**config.mk**
```make
export PLATFORM = sky130hd
export DESIGN_NAME = flght_cntrl_pid_flat
export DESIGN_NICKNAME = d
export VERILOG_FILES = /design/src/rtl/flght_cntrl_pid_if.sv /design/src/rtl/flght_cntrl_pid.sv /design/src/flat_wrapper.sv
export SDC_FILE = /design/constraint.sdc
export NUM_CORES = 1
export LEC_CHECK = 0
export ABC_AREA = 1
export CORE_MARGIN = 5
export CORE_UTILIZATION = 40
export DETAILED_ROUTE_END_ITERATION = 8
export GPL_TIMING_DRIVEN = 1
export PLACE_DENSITY = 0.58
export SYNTH_ARGS = -nofsm -noshare
export SYNTH_HDL_FRONTEND = slang
export SYNTH_SLANG_ARGS = --single-unit
```
**constraint.sdc**
```tcl
create_clock -name clk -period 9.9 [get_ports clk]
set_input_delay 0.99 -clock clk [delete_from_list [all_inputs] [get_ports clk]]
set_output_delay 0.99 -clock clk [all_outputs]
set_load 0.02 [all_outputs]
```
**src/rtl/flght_cntrl_pid_if.sv**
```systemverilog
// Inertial/command inputs and motor speed outputs of the flight-control PID mixer.
interface flght_cntrl_pid_if;
  logic               vld;
  logic               inertial_cal;
  logic signed [15:0] d_ptch;
  logic signed [15:0] d_roll;
  logic signed [15:0] d_yaw;
  logic signed [15:0] ptch;
  logic signed [15:0] roll;
  logic signed [15:0] yaw;
  logic        [8:0]  thrst;
  logic        [10:0] frnt_spd;
  logic        [10:0] bck_spd;
  logic        [10:0] lft_spd;
  logic        [10:0] rght_spd;
  logic               spd_vld;
  logic               sat;

  modport master (
    output vld, inertial_cal, d_ptch, d_roll, d_yaw, ptch, roll, yaw, thrst,
    input  frnt_spd, bck_spd, lft_spd, rght_spd, spd_vld, sat
  );

  modport slave (
    input  vld, inertial_cal, d_ptch, d_roll, d_yaw, ptch, roll, yaw, thrst,
    output frnt_spd, bck_spd, lft_spd, rght_spd, spd_vld, sat
  );
endinterface

```
**src/rtl/flght_cntrl_pid.sv**
```systemverilog
// Three-stage PID controller for pitch/roll/yaw mixed with thrust into quad-X motor speeds.
// Axis index 0/1/2 = pitch/roll/yaw; motor index 0..3 = front/back/left/right.
module flght_cntrl_pid #(
  parameter int          D_QUEUE_DEPTH = 14,
  parameter int          D_COEFF       = 7,
  parameter int          D_W           = 6,
  parameter int          I_W           = 16,
  parameter int          I_LIM         = 16383,
  parameter int          I_SHIFT       = 4,
  parameter logic [10:0] CAL_SPEED     = 11'h1B0,
  parameter logic [12:0] MIN_RUN_SPEED = 13'h200
) (
  input logic              clk,
  input logic              rst_n,
  flght_cntrl_pid_if.slave bus
);

  // Mix width leaves headroom so the clip sees the true sum rather than a wrapped one.
  localparam int                    MW       = I_W + 3;
  localparam int                    DMAXI    = (1 << (D_W - 1)) - 1;
  localparam int                    SPDMAXI  = 2047;
  localparam logic signed [9:0]     DQ_MAX   = DMAXI[9:0];
  localparam logic signed [9:0]     DQ_MIN   = -DQ_MAX - 10'sd1;
  localparam logic signed [I_W:0]   INT_MAX  = I_LIM[I_W:0];
  localparam logic signed [I_W:0]   INT_MIN  = -INT_MAX;
  localparam logic signed [11:0]    DCOEF    = D_COEFF[11:0];
  localparam logic signed [MW-1:0]  SPD_MAX  = SPDMAXI[MW-1:0];
  localparam logic signed [16:0]    ERR_MIN  = -17'sd512;

  function automatic logic signed [9:0] sat_err(input logic signed [16:0] v);
    if (v > 17'sd511) return 10'sd511;
    if (v < ERR_MIN)  return 10'sh200;
    return v[9:0];
  endfunction

  function automatic logic signed [D_W-1:0] sat_dq(input logic signed [9:0] v);
    if (v > DQ_MAX) return DQ_MAX[D_W-1:0];
    if (v < DQ_MIN) return DQ_MIN[D_W-1:0];
    return v[D_W-1:0];
  endfunction

  logic signed [15:0]    act [3];
  logic signed [15:0]    des [3];
  logic signed [9:0]     err_sat [3];
  logic signed [I_W:0]   integ_sum [3];
  logic signed [I_W-1:0] integ_d [3];
  logic signed [I_W-1:0] integ_q [3];
  logic signed [9:0]     dq_q [3][D_QUEUE_DEPTH];
  logic                  v1_q;
  logic        [8:0]     thr1_q;

  assign act[0] = bus.ptch;
  assign act[1] = bus.roll;
  assign act[2] = bus.yaw;
  assign des[0] = bus.d_ptch;
  assign des[1] = bus.d_roll;
  assign des[2] = bus.d_yaw;

  always_comb begin
    for (int a = 0; a < 3; a++) begin
      err_sat[a]   = sat_err($signed({act[a][15], act[a]}) - $signed({des[a][15], des[a]}));
      integ_sum[a] = $signed({integ_q[a][I_W-1], integ_q[a]})
                   + $signed({{(I_W-9){err_sat[a][9]}}, err_sat[a]});
      integ_d[a]   = integ_q[a];
      // Clear wins over accumulate, and applies on every cycle, not only on vld.
      if (bus.inertial_cal || bus.thrst == '0) integ_d[a] = '0;
      else if (bus.vld) begin
        if (integ_sum[a] > INT_MAX)      integ_d[a] = INT_MAX[I_W-1:0];
        else if (integ_sum[a] < INT_MIN) integ_d[a] = INT_MIN[I_W-1:0];
        else                             integ_d[a] = integ_sum[a][I_W-1:0];
      end
    end
  end

  always_ff @(posedge clk or negedge rst_n) begin
    if (!rst_n) begin
      v1_q   <= 1'b0;
      thr1_q <= '0;
      for (int a = 0; a < 3; a++) begin
        integ_q[a] <= '0;
        for (int i = 0; i < D_QUEUE_DEPTH; i++) dq_q[a][i] <= '0;
      end
    end else begin
      v1_q <= bus.vld;
      if (bus.vld) thr1_q <= bus.thrst;
      for (int a = 0; a < 3; a++) begin
        integ_q[a] <= integ_d[a];
        if (bus.inertial_cal) begin
          for (int i = 0; i < D_QUEUE_DEPTH; i++) dq_q[a][i] <= '0;
        end else if (bus.vld) begin
          dq_q[a][0] <= err_sat[a];
          for (int i = 1; i < D_QUEUE_DEPTH; i++) dq_q[a][i] <= dq_q[a][i-1];
        end
      end
    end
  end

  logic signed [9:0]     p_d [3];
  logic signed [9:0]     d_diff [3];
  logic signed [D_W-1:0] d_sat [3];
  logic signed [11:0]    d_d [3];
  logic signed [I_W-1:0] i_d [3];
  logic signed [9:0]     p_q [3];
  logic signed [11:0]    d_q [3];
  logic signed [I_W-1:0] i_q [3];
  logic                  v2_q;
  logic        [8:0]     thr2_q;

  always_comb begin
    for (int a = 0; a < 3; a++) begin
      p_d[a]    = (dq_q[a][0] >>> 1) + (dq_q[a][0] >>> 3);
      d_diff[a] = dq_q[a][0] - dq_q[a][D_QUEUE_DEPTH-1];
      d_sat[a]  = sat_dq(d_diff[a]);
      d_d[a]    = DCOEF * 12'(d_sat[a]);
      i_d[a]    = integ_q[a] >>> I_SHIFT;
    end
  end

  always_ff @(posedge clk or negedge rst_n) begin
    if (!rst_n) begin
      v2_q   <= 1'b0;
      thr2_q <= '0;
      for (int a = 0; a < 3; a++) begin
        p_q[a] <= '0;
        d_q[a] <= '0;
        i_q[a] <= '0;
      end
    end else begin
      v2_q <= v1_q;
      if (v1_q) begin
        thr2_q <= thr1_q;
        for (int a = 0; a < 3; a++) begin
          p_q[a] <= p_d[a];
          d_q[a] <= d_d[a];
          i_q[a] <= i_d[a];
        end
      end
    end
  end

  logic signed [MW-1:0] base;
  logic signed [MW-1:0] ax [3];
  logic signed [MW-1:0] sum_d [4];
  logic        [10:0]   spd_d [4];
  logic                 sat_d;
  logic        [10:0]   spd_q [4];
  logic                 sat_q;
  logic                 spd_vld_q;

  always_comb begin
    base = $signed({{(MW-13){1'b0}}, MIN_RUN_SPEED}) + $signed({{(MW-9){1'b0}}, thr2_q});
    for (int a = 0; a < 3; a++) ax[a] = MW'(p_q[a]) + MW'(d_q[a]) + MW'(i_q[a]);
    sum_d[0] = base - ax[0] - ax[2];
    sum_d[1] = base + ax[0] - ax[2];
    sum_d[2] = base - ax[1] + ax[2];
    sum_d[3] = base + ax[1] + ax[2];
    sat_d    = 1'b0;
    for (int m = 0; m < 4; m++) begin
      spd_d[m] = sum_d[m][10:0];
      if (sum_d[m][MW-1]) begin
        spd_d[m] = '0;
        sat_d    = 1'b1;
      end else if (sum_d[m] > SPD_MAX) begin
        spd_d[m] = 11'h7FF;
        sat_d    = 1'b1;
      end
    end
  end

  always_ff @(posedge clk or negedge rst_n) begin
    if (!rst_n) begin
      spd_vld_q <= 1'b0;
      sat_q     <= 1'b0;
      for (int m = 0; m < 4; m++) spd_q[m] <= '0;
    end else begin
      spd_vld_q <= v2_q;
      if (bus.inertial_cal) begin
        sat_q <= 1'b0;
        for (int m = 0; m < 4; m++) spd_q[m] <= CAL_SPEED;
      end else if (v2_q) begin
        sat_q <= sat_d;
        for (int m = 0; m < 4; m++) spd_q[m] <= spd_d[m];
      end
    end
  end

  assign bus.frnt_spd = spd_q[0];
  assign bus.bck_spd  = spd_q[1];
  assign bus.lft_spd  = spd_q[2];
  assign bus.rght_spd = spd_q[3];
  assign bus.sat      = sat_q;
  assign bus.spd_vld  = spd_vld_q;

endmodule
```
**src/flat_wrapper.sv**
```systemverilog
// flat-port wrapper written by rule: the top's interface ports become plain ports
module flght_cntrl_pid_flat 
#(
  parameter int          D_QUEUE_DEPTH = 14,
  parameter int          D_COEFF       = 7,
  parameter int          D_W           = 6,
  parameter int          I_W           = 16,
  parameter int          I_LIM         = 16383,
  parameter int          I_SHIFT       = 4,
  parameter logic [10:0] CAL_SPEED     = 11'h1B0,
  parameter logic [12:0] MIN_RUN_SPEED = 13'h200
)
  (clk, rst_n, bus_vld, bus_inertial_cal, bus_d_ptch, bus_d_roll, bus_d_yaw, bus_ptch, bus_roll, bus_yaw, bus_thrst, bus_frnt_spd, bus_bck_spd, bus_lft_spd, bus_rght_spd, bus_spd_vld, bus_sat);
  flght_cntrl_pid_if bus_i ();
  input logic clk;
  input logic rst_n;
  input wire logic [$bits(bus_i.vld)-1:0] bus_vld;
  input wire logic [$bits(bus_i.inertial_cal)-1:0] bus_inertial_cal;
  input wire logic [$bits(bus_i.d_ptch)-1:0] bus_d_ptch;
  input wire logic [$bits(bus_i.d_roll)-1:0] bus_d_roll;
  input wire logic [$bits(bus_i.d_yaw)-1:0] bus_d_yaw;
  input wire logic [$bits(bus_i.ptch)-1:0] bus_ptch;
  input wire logic [$bits(bus_i.roll)-1:0] bus_roll;
  input wire logic [$bits(bus_i.yaw)-1:0] bus_yaw;
  input wire logic [$bits(bus_i.thrst)-1:0] bus_thrst;
  output wire logic [$bits(bus_i.frnt_spd)-1:0] bus_frnt_spd;
  output wire logic [$bits(bus_i.bck_spd)-1:0] bus_bck_spd;
  output wire logic [$bits(bus_i.lft_spd)-1:0] bus_lft_spd;
  output wire logic [$bits(bus_i.rght_spd)-1:0] bus_rght_spd;
  output wire logic [$bits(bus_i.spd_vld)-1:0] bus_spd_vld;
  output wire logic [$bits(bus_i.sat)-1:0] bus_sat;
  assign bus_i.vld = bus_vld;
  assign bus_i.inertial_cal = bus_inertial_cal;
  assign bus_i.d_ptch = bus_d_ptch;
  assign bus_i.d_roll = bus_d_roll;
  assign bus_i.d_yaw = bus_d_yaw;
  assign bus_i.ptch = bus_ptch;
  assign bus_i.roll = bus_roll;
  assign bus_i.yaw = bus_yaw;
  assign bus_i.thrst = bus_thrst;
  assign bus_frnt_spd = bus_i.frnt_spd;
  assign bus_bck_spd = bus_i.bck_spd;
  assign bus_lft_spd = bus_i.lft_spd;
  assign bus_rght_spd = bus_i.rght_spd;
  assign bus_spd_vld = bus_i.spd_vld;
  assign bus_sat = bus_i.sat;
  flght_cntrl_pid #(.D_QUEUE_DEPTH(D_QUEUE_DEPTH), .D_COEFF(D_COEFF), .D_W(D_W), .I_W(I_W), .I_LIM(I_LIM), .I_SHIFT(I_SHIFT), .CAL_SPEED(CAL_SPEED), .MIN_RUN_SPEED(MIN_RUN_SPEED)) u_core (.clk(clk), .rst_n(rst_n), .bus(bus_i));
endmodule
```
==> out/results.txt, run 1 <==
Number of sinks on the clock net: 630
Slowest stage cell, crit path: sky130_fd_sc_hd__xor2_1
Warning count from the yosys run: 0
Number of buffers added to fix hold violations after cts: 0
Startpoint of the worst register-to-register path: u_core.i_q[1]
Run status: finished clean
Leading register cell type out of synthesis: sky130_fd_sc_hd__dfrtp_1
Count of mapped cells out of synthesis: 4,812
Count of buffering cells on the critical path with inverters included: 4
Max-cap violation count: 0
Crit path capture type: flip-flop
Critical path data required time: 10.45 ns
Final Skew: 0.0280 ns
Max Fanout on Critical Path: 9
Most frequent standard cell in the layout excluding fill and tap cells: sky130_fd_sc_hd__nand2_1
Post-CTS setup buffers: 0
Post-route clock period utilization: 56.0%
Htree depth: 3
Total of flip-flops plus latches after synthesis: 630
Critical path cell sequence: inv_1, fa_1, inv_1, ha_1, fa_1, a21oi_1, o21ai_0, xor2_1, inv_1, fa_1, ha_1, a21oi_1, o21ai_0, a21oi_1, nor2_1, nor3_1, nor2_1, nor2_1, inv_1, nand3_2, nand2_1, nand4_1, nand2_1, nand2_1
EDFF count, synth: 0
Number of antenna violations at the first check in global routing: 0
DRC: 0
Initial core utilization: 40.4%
Final TNS setup: 0 ns
Filler Cell Count: 9,577
Vertical extent of the die: 323 um
Ant diodes: 0
Routability cong.: 0.866
Max-slew violation total from the final report: 0
GRT Resource Usage Total: 17.9%
Most area-consuming cells after synthesis: sky130_fd_sc_hd__dfrtp_1 (40%), sky130_fd_sc_hd__nand2_1 (9.9%), sky130_fd_sc_hd__ha_1 (9.8%)
Arrival time reported for the critical path endpoint: 6.10 ns
Fraction of registers with async set or reset after synthesis: 100%
HPWL after detailed placement: 69,700 um
Post-synthesis average cell area: 8.13 um2
Total gr overflow: 0
Dominant delay contributor by cell family on the critical path: adder cells
Pin count of the biggest net entering global routing: 165
Horizontal extent of the die: 323 um
Fin area: 44,400 um2
Fraction of the yosys area taken by sequential cells: 40.3%
Register Area: 15,800 um2
Slack of the critical path: 4.35 ns
Clock buffer depth: 3
Area of the core region: 96,900 um2
Fraction of synthesized cell area taken by the top area cell type: 40.3%
Area growth, synth to finish: 13.5%
# resized after CTS: 0
Fraction of final layout cells sized beyond drive strength 1: 4.42%
Mean routed wirelength per cell: 15.0 um
Peak clock frequency supported by timing: 0.180 GHz
Most common cell type on the critical path: sky130_fd_sc_hd__inv_1
DRT Wirelength: 93,900 um
Placed cell area: 42,000 um2
Number of detailed-route iterations in the first pass: 6
Vias in the first global route: 29,800
Post-synth net total: 5,318
Launching element type of the critical path: flip-flop
Number of input and output port buffers inserted: 154
Number of placement rows: 114
Root Buffer: sky130_fd_sc_hd__clkbuf_16
Worst path max stage delay: 0.56 ns
Iter 0 DRT Violations: 2,015
Most frequent cells in the layout: sky130_fd_sc_hd__nand2_1 (1,028), sky130_fd_sc_hd__inv_1 (960), sky130_fd_sc_hd__dfrtp_1 (629)
Detailed-route vias per instance: 4.91
CTS tree: yes
Transition time of the tightest slew-check pin: 1.17 ns
Cell type contributing the most total cell area after synthesis: sky130_fd_sc_hd__dfrtp_1
Top-level I/O count: 155
Wire length of the first global-routing pass: 155,000 um
Clock buffer count from CTS: 72
Final setup viols: 0
Number of nets with antenna violations after routing: 0
Unrepaired setup endpoints after global routing: no
Area taken by multi-input logic gates: 19,200 um2
Critical Setup Path Class: flip-flop to flip-flop
Summed instance area of the synthesized netlist: 39,100 um2
Routed via count: 30,700
Final hold violations: 0
Path class of the lowest-slack min-delay path: primary input to asynchronous set/reset pin
Area enclosed by the die boundary: 104,000 um2
Worst Setup SP: u_core.i_q[1]
Worst hold-check slack: 0.437 ns
Final net count: 5,435
Number of distinct library cells after synthesis: 51
Worst-path clk slew: 0.06 ns
Max_slew headroom: 21.8%
Clock latency at the later pin of the worst-skew pair: 0.63 ns
Post-layout minimum cycle time: 5.55 ns
DP Worst Slack: 3.98 ns
-- routing by layer --
metal / vias up / global-route usage [%] / part of all wire (%) / routed length [um]
met3: 90 / 2.64 / 4.5 / 4250
met5: - / 0 / 0 / 0
met2: 527 / 27.1 / 42 / 39500
met4: 0 / 3.53 / 1.4 / 1300
met1: 14300 / 27.5 / 52 / 48800
li1: 15700 / - / - / -
-- logic make-up after synthesis --
family | after synthesis | share of synthesized area [%]
AO/OA/AOI/OAI | 911 | 13.8
XOR/XNOR | 176 | 4.01
adder cells (fa/ha/maj) | 397 | 14.5
buffers and inverters | 1110 | 10.7
flip-flops | 630 | 40.3
AND/OR/NAND/NOR | 1588 | 16.8
-- state kept, by name, indices dropped and copies added (netlist names) --
signal,count
u_core.i_d,36
u_core.bus.sat,1
u_core.p_q,30
u_core.v2_q,1
u_core.thr1_q,9
u_core.dq_q,420
u_core.bus.lft_spd,11
u_core.i_q,36
u_core.bus.spd_vld,1
u_core.bus.rght_spd,11
u_core.v1_q,1
u_core.thr2_q,9
u_core.bus.bck_spd,11
u_core.bus.frnt_spd,11
u_core.d_q,30
u_core.integ_q,12
-- final cells by class --
type / instances / area share [%]
inverters: 977 / 8.29
multi-input cells: 3072 / 43.2
well taps: 1276 / 3.60
clock inverters: 24 / 0.668
repair buffers: 176 / 3.88
flip-flops and latches: 630 / 35.5
clock buffers: 101 / 4.80
-- Yosys cell counts, types with 24 or more instances --
library cell	count
sky130_fd_sc_hd__nand2_1	1028
sky130_fd_sc_hd__inv_1	960
sky130_fd_sc_hd__dfrtp_1	630
sky130_fd_sc_hd__o22ai_1	351
sky130_fd_sc_hd__ha_1	305
sky130_fd_sc_hd__nor2_1	236
sky130_fd_sc_hd__o21ai_0	198
sky130_fd_sc_hd__nand3_1	197
sky130_fd_sc_hd__a21oi_1	189
sky130_fd_sc_hd__clkbuf_1	119
sky130_fd_sc_hd__xor2_1	116
sky130_fd_sc_hd__fa_1	92
sky130_fd_sc_hd__xnor2_1	58
sky130_fd_sc_hd__o21bai_1	40
sky130_fd_sc_hd__nand4_1	34
sky130_fd_sc_hd__a31oi_1	28
sky130_fd_sc_hd__nand2_2	27
sky130_fd_sc_hd__o21ai_1	24
-- worst register-to-register path: stages (launching register included) --
cell	delay [ns]
sky130_fd_sc_hd__dfrtp_1	0.32
sky130_fd_sc_hd__inv_1	0.10
sky130_fd_sc_hd__fa_1	0.54
sky130_fd_sc_hd__inv_1	0.04
sky130_fd_sc_hd__ha_1	0.22
sky130_fd_sc_hd__fa_1	0.41
sky130_fd_sc_hd__a21oi_1	0.15
sky130_fd_sc_hd__o21ai_0	0.14
sky130_fd_sc_hd__xor2_1	0.56
sky130_fd_sc_hd__inv_1	0.20
sky130_fd_sc_hd__fa_1	0.54
sky130_fd_sc_hd__ha_1	0.39
sky130_fd_sc_hd__a21oi_1	0.20
sky130_fd_sc_hd__o21ai_0	0.14
sky130_fd_sc_hd__a21oi_1	0.29
sky130_fd_sc_hd__nor2_1	0.08
sky130_fd_sc_hd__nor3_1	0.13
sky130_fd_sc_hd__nor2_1	0.05
sky130_fd_sc_hd__nor2_1	0.23
sky130_fd_sc_hd__inv_1	0.13
sky130_fd_sc_hd__nand3_2	0.18
sky130_fd_sc_hd__nand2_1	0.17
sky130_fd_sc_hd__nand4_1	0.13
sky130_fd_sc_hd__nand2_1	0.06
sky130_fd_sc_hd__nand2_1	0.08
-- final timing paths --
check / to / slack (ns) / cells after the start
setup / recovery: u_core.bus.sat / 4.35 / 24
hold / removal: u_core.dq_q[32] / 0.44 / 1
setup reg to reg: u_core.bus.sat / 4.35 / 24
hold reg to reg: u_core.bus.spd_vld / 0.44 / 0
max in group asynchronous: u_core.dq_q[225] / 7.25 / 3
min in group clk: u_core.bus.spd_vld / 0.44 / 0
-- metrics by stage --
stage | instances | utilization, %
6_report | 6256 | 45.8
5_1_grt | 6256 | 45.8
4_1_cts | 6256 | 45.8
3_5_place_dp | 6131 | 43.3
3_3_place_gp | 6131 | 43.3
2_1_floorplan | 4812 | -
Power of run 1 is left out: the tool's default activity adds up to more than one toggle a clock period on the data nets, which glitch-free logic cannot reach.
==> inputs of run 2 (changes only) <==
--- a/config.mk
+++ b/config.mk
@@ -10,7 +10,7 @@
 export CORE_UTILIZATION = 40
 export DETAILED_ROUTE_END_ITERATION = 8
 export GPL_TIMING_DRIVEN = 1
-export PLACE_DENSITY = 0.58
+export PLACE_DENSITY = 0.6
 export SYNTH_ARGS = -nofsm -noshare
 export SYNTH_HDL_FRONTEND = slang
 export SYNTH_SLANG_ARGS = --single-unit
==> constraint.sdc (replaced) <==
create_clock -name clk -period 4.7 [get_ports clk]
set_input_delay 0.47 -clock clk [delete_from_list [all_inputs] [get_ports clk]]
set_output_delay 0.47 -clock clk [all_outputs]
set_load 0.02 [all_outputs]
==> out/results.txt, run 2 (synthesis results as in run 1) <==
Critical path data required time: 5.22 ns (-5.23 ns)
Worst-path clk slew: 0.06 ns (about the same)
DRT Wirelength: 98,700 um (+5.1%)
Peak clock frequency supported by timing: 0.215 GHz (+19%)
Unrepaired setup endpoints after global routing: yes
Top-level I/O count: 155 (unchanged)
Number of detailed-route iterations in the first pass: 5 (-1)
Hold Path Depth: 0
Crit path capture type: flip-flop
DP Worst Slack: -0.453 ns (-4.44 ns)
Pin count of the biggest net entering global routing: 156 (-5.5%)
Slack of the critical path: 0.0525 ns (-4.30 ns)
Most frequent cells in the layout: sky130_fd_sc_hd__nand2_1 (978), sky130_fd_sc_hd__inv_1 (923), sky130_fd_sc_hd__dfrtp_1 (628)
Detailed-route vias per instance: 4.86 (-0.94%)
Vertical extent of the die: 323 um (unchanged)
Run status: finished clean
Area enclosed by the die boundary: 104,000 um2 (unchanged)
Path class of the lowest-slack min-delay path: flip-flop to flip-flop
Iter 0 DRT Violations: 1,775 (-12%)
Number of placement rows: 114 (unchanged)
Register-to-Register Path Depth: 25 (+4.2%)
GRT Resource Usage Total: 18.5% (+0.61 points)
Number of nets with antenna violations after routing: 0 (unchanged)
Ant diodes: 0 (unchanged)
Transition time of the tightest slew-check pin: 0.769 ns (-0.403 ns)
Critical Setup Path Class: flip-flop to flip-flop
Register with the most flip-flops: u_core.dq_q
Mean routed wirelength per cell: 14.6 um (-2.9%)
Post-layout minimum cycle time: 4.65 ns (-0.901 ns)
Most frequent standard cell in the layout excluding fill and tap cells: sky130_fd_sc_hd__nand2_1
Final net count: 5,953 (+9.5%)
Clock buffer depth: 3 (unchanged)
Worst Hold End: u_core.bus.spd_vld
Final hold violations: 0 (unchanged)
Number of input and output port buffers inserted: 154 (unchanged)
Fraction of final layout cells sized beyond drive strength 1: 18.7% (+14 points)
Clock buffer count from CTS: 71 (-1.4%)
Clock latency at the later pin of the worst-skew pair: 0.64 ns (about the same)
Wire length of the first global-routing pass: 160,000 um (+3.6%)
Root Buffer: sky130_fd_sc_hd__clkbuf_16
Max-slew violation total from the final report: 0 (unchanged)
Vias in the first global route: 31,400 (+5.5%)
Flip-flop count of the largest register, all copies and words added: 420 (unchanged)
Number of sinks on the clock net: 630 (unchanged)
Htree depth: 3 (unchanged)
Worst hold path startpoint: u_core.v2_q
Number of antenna violations at the first check in global routing: 1 (+1)
Setup slack of the most critical reg-to-reg path: 0.05 ns (-4.30 ns)
CTS tree: yes
Max-cap violation count: 0 (unchanged)
Startpoint of the worst register-to-register path: u_core.i_q[17]
Destination of the worst register-to-register timing path: u_core.bus.sat
Launching element type of the critical path: flip-flop
Routability cong.: 0.893 (+3.2%)
Routed via count: 32,900 (+7.3%)
Arrival time reported for the critical path endpoint: 5.17 ns (-0.93 ns)
Post-route clock period utilization: 98.9% (+43 points)
Final setup viols: 0 (unchanged)
Max Fanout on Critical Path: 4 (-5)
Initial core utilization: 40.4% (unchanged)
HPWL after detailed placement: 73,100 um (+4.9%)
DRC: 0 (unchanged)
Final Skew: 0.0248 ns (-0.00314 ns)
Max_slew headroom: 48.7% (+27 points)
Horizontal extent of the die: 323 um (unchanged)
Total gr overflow: 0 (unchanged)
Area of the core region: 96,900 um2 (unchanged)
Area growth, synth to finish: 28.1%
[run 2: cell count changes in the layout (fill, tap and decap cells not counted), sizes merged]
cell | previous run | this run
nand2 | 1056 | 1057
buf | 23 | 540
dlygate4sd3 | 0 | 1
bufinv | 4 | 10
clkinv | 17 | 15
clkbuf | 101 | 94
inv | 976 | 981
clkinvlp | 4 | 1
[run 2: routing by layer]
metal	global-route usage (%)	share of wire, %	up-vias
li1	-	-	16800
met1	27.7	50	15500
met2	28.7	44	573
met3	2.27	4.3	105
met4	4.80	2.0	0
met5	0	0	-
[run 2: timing repair]
action                                  CTS  global route
hold buffers                              1             0
hold endpoints to repair                 79             0
resized for setup                       143           259
pin swaps                                45           121
endpoints found under the setup margin   45            96
setup buffers                            11            33
gates cloned                              0             1
[run 2: per-stage QoR]
stage | instances | setup TNS (ns) | area [um2] | hold WS (ns) | utilization (%)
detailed placement | 6608 | -26.23 | 45700 | 0.431 | 47.2
global placement | 6608 | -22.11 | 45700 | 0.416 | 47.2
CTS | 6742 | -0.301 | 48900 | 0.402 | 50.5
finish | 6774 | 0 | 50100 | 0.447 | 51.8
floorplan | 4812 | 0 | 39100 | 0.174 | -
global route | 6774 | -6.25 | 50100 | 0.452 | 51.8
[run 2: worst max-delay path by stage]
stage | startpoint | to | slack, ns | cells past startpoint
5_1_grt | u_core.i_q[17] | u_core.bus.lft_spd[0] | -0.24 | 30
3_3_place_gp | bus_yaw[0] | u_core.integ_q[3] | -0.45 | 25
2_1_floorplan | u_core.i_q[1] | u_core.bus.bck_spd[3] | 0.06 | 24
3_5_place_dp | bus_roll[0] | u_core.i_d[17] | -0.45 | 30
4_1_cts | u_core.i_q[1] | u_core.bus.sat | -0.05 | 32
6_report | u_core.i_q[17] | u_core.bus.sat | 0.05 | 25
[run 2: layout make-up]
class	instances	area, um2
clock buffers	94	2010
fillers	9050	46700
clock inverters	30	470
inverters	977	3690
repair buffers	694	5800
multi-input cells	3073	20800
flip-flops and latches	630	15800
well taps	1276	1600
[run 2: worst max-delay path, stage by stage, from the launching register on]
cell and delay (ns):
sky130_fd_sc_hd__dfrtp_2 0.44, sky130_fd_sc_hd__fa_1 0.49, sky130_fd_sc_hd__ha_2 0.21, sky130_fd_sc_hd__fa_2 0.34, sky130_fd_sc_hd__a21oi_2 0.15, sky130_fd_sc_hd__nor2_2 0.06, sky130_fd_sc_hd__nor2_2 0.12, sky130_fd_sc_hd__buf_4 0.12
sky130_fd_sc_hd__buf_4 0.10, sky130_fd_sc_hd__xor2_2 0.19, sky130_fd_sc_hd__fa_1 0.48, sky130_fd_sc_hd__ha_1 0.37, sky130_fd_sc_hd__buf_4 0.16, sky130_fd_sc_hd__nand2_1 0.07, sky130_fd_sc_hd__nor2_1 0.07, sky130_fd_sc_hd__a21oi_2 0.16
sky130_fd_sc_hd__nor2_2 0.06, sky130_fd_sc_hd__nor3_2 0.16, sky130_fd_sc_hd__nor2_1 0.08, sky130_fd_sc_hd__nor2_2 0.20, sky130_fd_sc_hd__inv_2 0.09, sky130_fd_sc_hd__buf_6 0.13, sky130_fd_sc_hd__nand2_4 0.07, sky130_fd_sc_hd__nand4_1 0.09
sky130_fd_sc_hd__nand2_1 0.06, sky130_fd_sc_hd__nand2_1 0.04
Power of run 2 is left out for the same reason.
==> inputs of run 3 (changes only) <==
--- a/config.mk
+++ b/config.mk
@@ -11,6 +11,7 @@
 export DETAILED_ROUTE_END_ITERATION = 8
 export GPL_TIMING_DRIVEN = 1
 export PLACE_DENSITY = 0.6
+export RECOVER_POWER = 25
 export SYNTH_ARGS = -nofsm -noshare
 export SYNTH_HDL_FRONTEND = slang
 export SYNTH_SLANG_ARGS = --single-unit
==> out/results.txt, run 3 (synthesis results as in run 1) <==
Unrepaired setup endpoints after global routing: yes
Clock buffer depth: 3 (unchanged)
Register-to-Register Path Depth: 25 (unchanged)
Post-route clock period utilization: 99.1% (+0.18 points)
Max Fanout on Critical Path: 4 (unchanged)
Number of detailed-route iterations in the first pass: 7 (+2)
Peak clock frequency supported by timing: 0.215 GHz (-0.18%)
Worst-path clk slew: 0.06 ns (about the same)
Startpoint of the worst register-to-register path: u_core.i_q[17]
GRT Resource Usage Total: 18.5% (unchanged)
Count of buffering cells on the critical path with inverters included: 5 (unchanged)
Cell count along the critical path: 25 (unchanged)
Destination of the worst register-to-register timing path: u_core.bus.sat
Clock buffer count from CTS: 71 (unchanged)
Vertical extent of the die: 323 um (unchanged)
Dominant delay contributor by cell family on the critical path: adder cells
Slowest stage cell, crit path: sky130_fd_sc_hd__fa_1
Worst Setup SP: u_core.i_q[17]
Vias in the first global route: 31,400 (unchanged)
Clock latency at the later pin of the worst-skew pair: 0.64 ns (about the same)
Final setup viols: 0 (unchanged)
Worst hold path startpoint: u_core.v2_q
Iter 0 DRT Violations: 1,861 (+4.8%)
Final core area utilization: 51.7% (-0.079 points)
Run status: finished, violations left
Fraction of final layout cells sized beyond drive strength 1: 18.7% (-0.055 points)
Area of the core region: 96,900 um2 (unchanged)
Pin count of the biggest net entering global routing: 156 (unchanged)
Horizontal extent of the die: 323 um (unchanged)
DRT Wirelength: 98,700 um (about the same)
Area taken by multi-input logic gates: 20,800 um2 (unchanged)
Critical Setup Path Class: flip-flop to flip-flop
Number of placement rows: 114 (unchanged)
Launching element type of the critical path: flip-flop
Last element of the critical path: u_core.bus.sat
Worst path max stage delay: 0.49 ns (about the same)
CTS tree: yes
Ant diodes: 0 (unchanged)
Initial core utilization: 40.4% (unchanged)
Routed via count: 33,000 (+0.15%)
Transition time of the tightest slew-check pin: 2.30 ns (+1.53 ns)
Routability cong.: 0.893 (unchanged)
Register with the most flip-flops: u_core.dq_q
Number of antenna violations at the first check in global routing: 1 (unchanged)
Max-cap violation count: 5 (+5)
Post-layout minimum cycle time: 4.66 ns (+0.00825 ns)
Filler Cell Count: 9,061 (+0.12%)
Final Skew: 0.0275 ns (+0.00263 ns)
Most frequent cells in the layout: sky130_fd_sc_hd__nand2_1 (978), sky130_fd_sc_hd__inv_1 (923), sky130_fd_sc_hd__dfrtp_1 (629)
Path class of the lowest-slack min-delay path: flip-flop to flip-flop
DRC: 0 (unchanged)
Final net count: 5,953 (unchanged)
Max_slew headroom: -53.3% (-100 points)
Critical path data required time: 5.23 ns (about the same)
Arrival time reported for the critical path endpoint: 5.18 ns (about the same)
Most common cell type on the critical path: sky130_fd_sc_hd__nor2_2
Flip-flop count of the largest register, all copies and words added: 420 (unchanged)
Crit path capture type: flip-flop
Area enclosed by the die boundary: 104,000 um2 (unchanged)
Detailed-route vias per instance: 4.87 (+0.15%)
Wire length of the first global-routing pass: 160,000 um (unchanged)
Number of sinks on the clock net: 630 (unchanged)
Final hold violations: 0 (unchanged)
Violated checks: max-capacitance violations, max-slew violations
Register Area: 15,800 um2 (about the same)
Setup slack of the most critical reg-to-reg path: 0.04 ns (about the same)
Mean routed wirelength per cell: 14.6 um (about the same)
Top-level I/O count: 155 (unchanged)
Max-slew violation total from the final report: 271 (+271)
Most frequent standard cell in the layout excluding fill and tap cells: sky130_fd_sc_hd__nand2_1
Number of input and output port buffers inserted: 154 (unchanged)
Root Buffer: sky130_fd_sc_hd__clkbuf_16
Htree depth: 3 (unchanged)
Total gr overflow: 0 (unchanged)
Area growth, synth to finish: 27.9%
Number of nets with antenna violations after routing: 0 (unchanged)
HPWL after detailed placement: 73,100 um (unchanged)
-- run 3: cell types whose count changed in the layout (fill, tap and decap cells not counted), moves of 2 or more --
cell,delta
sky130_fd_sc_hd__buf_12,-4
sky130_fd_sc_hd__buf_4,-2
sky130_fd_sc_hd__clkbuf_1,+2
sky130_fd_sc_hd__clkbuf_2,+2
sky130_fd_sc_hd__clkbuf_4,+2
-- run 3: repair_timing --
action                                  in CTS  in global routing
gates resized for setup                    143                259
hold buffers                                 1                  0
endpoints found under the hold margin       79                  0
endpoints found under the setup margin      45                 96
setup buffers                               11                 33
pin swaps                                   45                121
gates cloned                                 0                  1
-- run 3: routing by layer --
layer | vias to the layer above | wire length, um | global-route usage (%)
li1 | 16800 | - | -
met1 | 15500 | 49300 | 27.7
met2 | 562 | 43300 | 28.7
met3 | 105 | 4120 | 2.27
met4 | 0 | 2020 | 4.80
met5 | - | 0 | 0
-- run 3: area by class of cell --
| class | count | share of cell area [%] |
|---|---|---|
| timing repair buffer | 694 | 11.4 |
| clock inverter | 30 | 0.940 |
| inverter | 977 | 7.38 |
| multi-input combinational | 3073 | 41.5 |
| clock buffer | 94 | 4.02 |
| sequential | 630 | 31.5 |
| tap | 1276 | 3.19 |
-- run 3: worst min-delay path by stage --
| stage | end | depth (start not counted) |
|---|---|---|
| finish | u_core.bus.spd_vld | 0 |
| global route | u_core.bus.spd_vld | 0 |
| CTS | u_core.thr1_q[1] | 3 |
| detailed placement | u_core.bus.spd_vld | 0 |
| global placement | u_core.bus.spd_vld | 0 |
| floorplan | u_core.bus.bck_spd[0] | 0 |
-- run 3: through the flow --
stage                     setup TNS, ns  cell area (um2)  setup slack, ns  std cells  hold slack (ns)
after floorplan                       0            39100           0.0613       4812            0.174
after global placement           -22.11            45700           -0.451       6608            0.416
after detailed placement         -26.23            45700           -0.453       6608            0.431
after CTS                        -0.301            48900          -0.0454       6742            0.402
after global routing              -6.37            50000           -0.240       6774            0.452
final                                 0            50000           0.0443       6774            0.447
Power of run 3 is left out for the same reason.
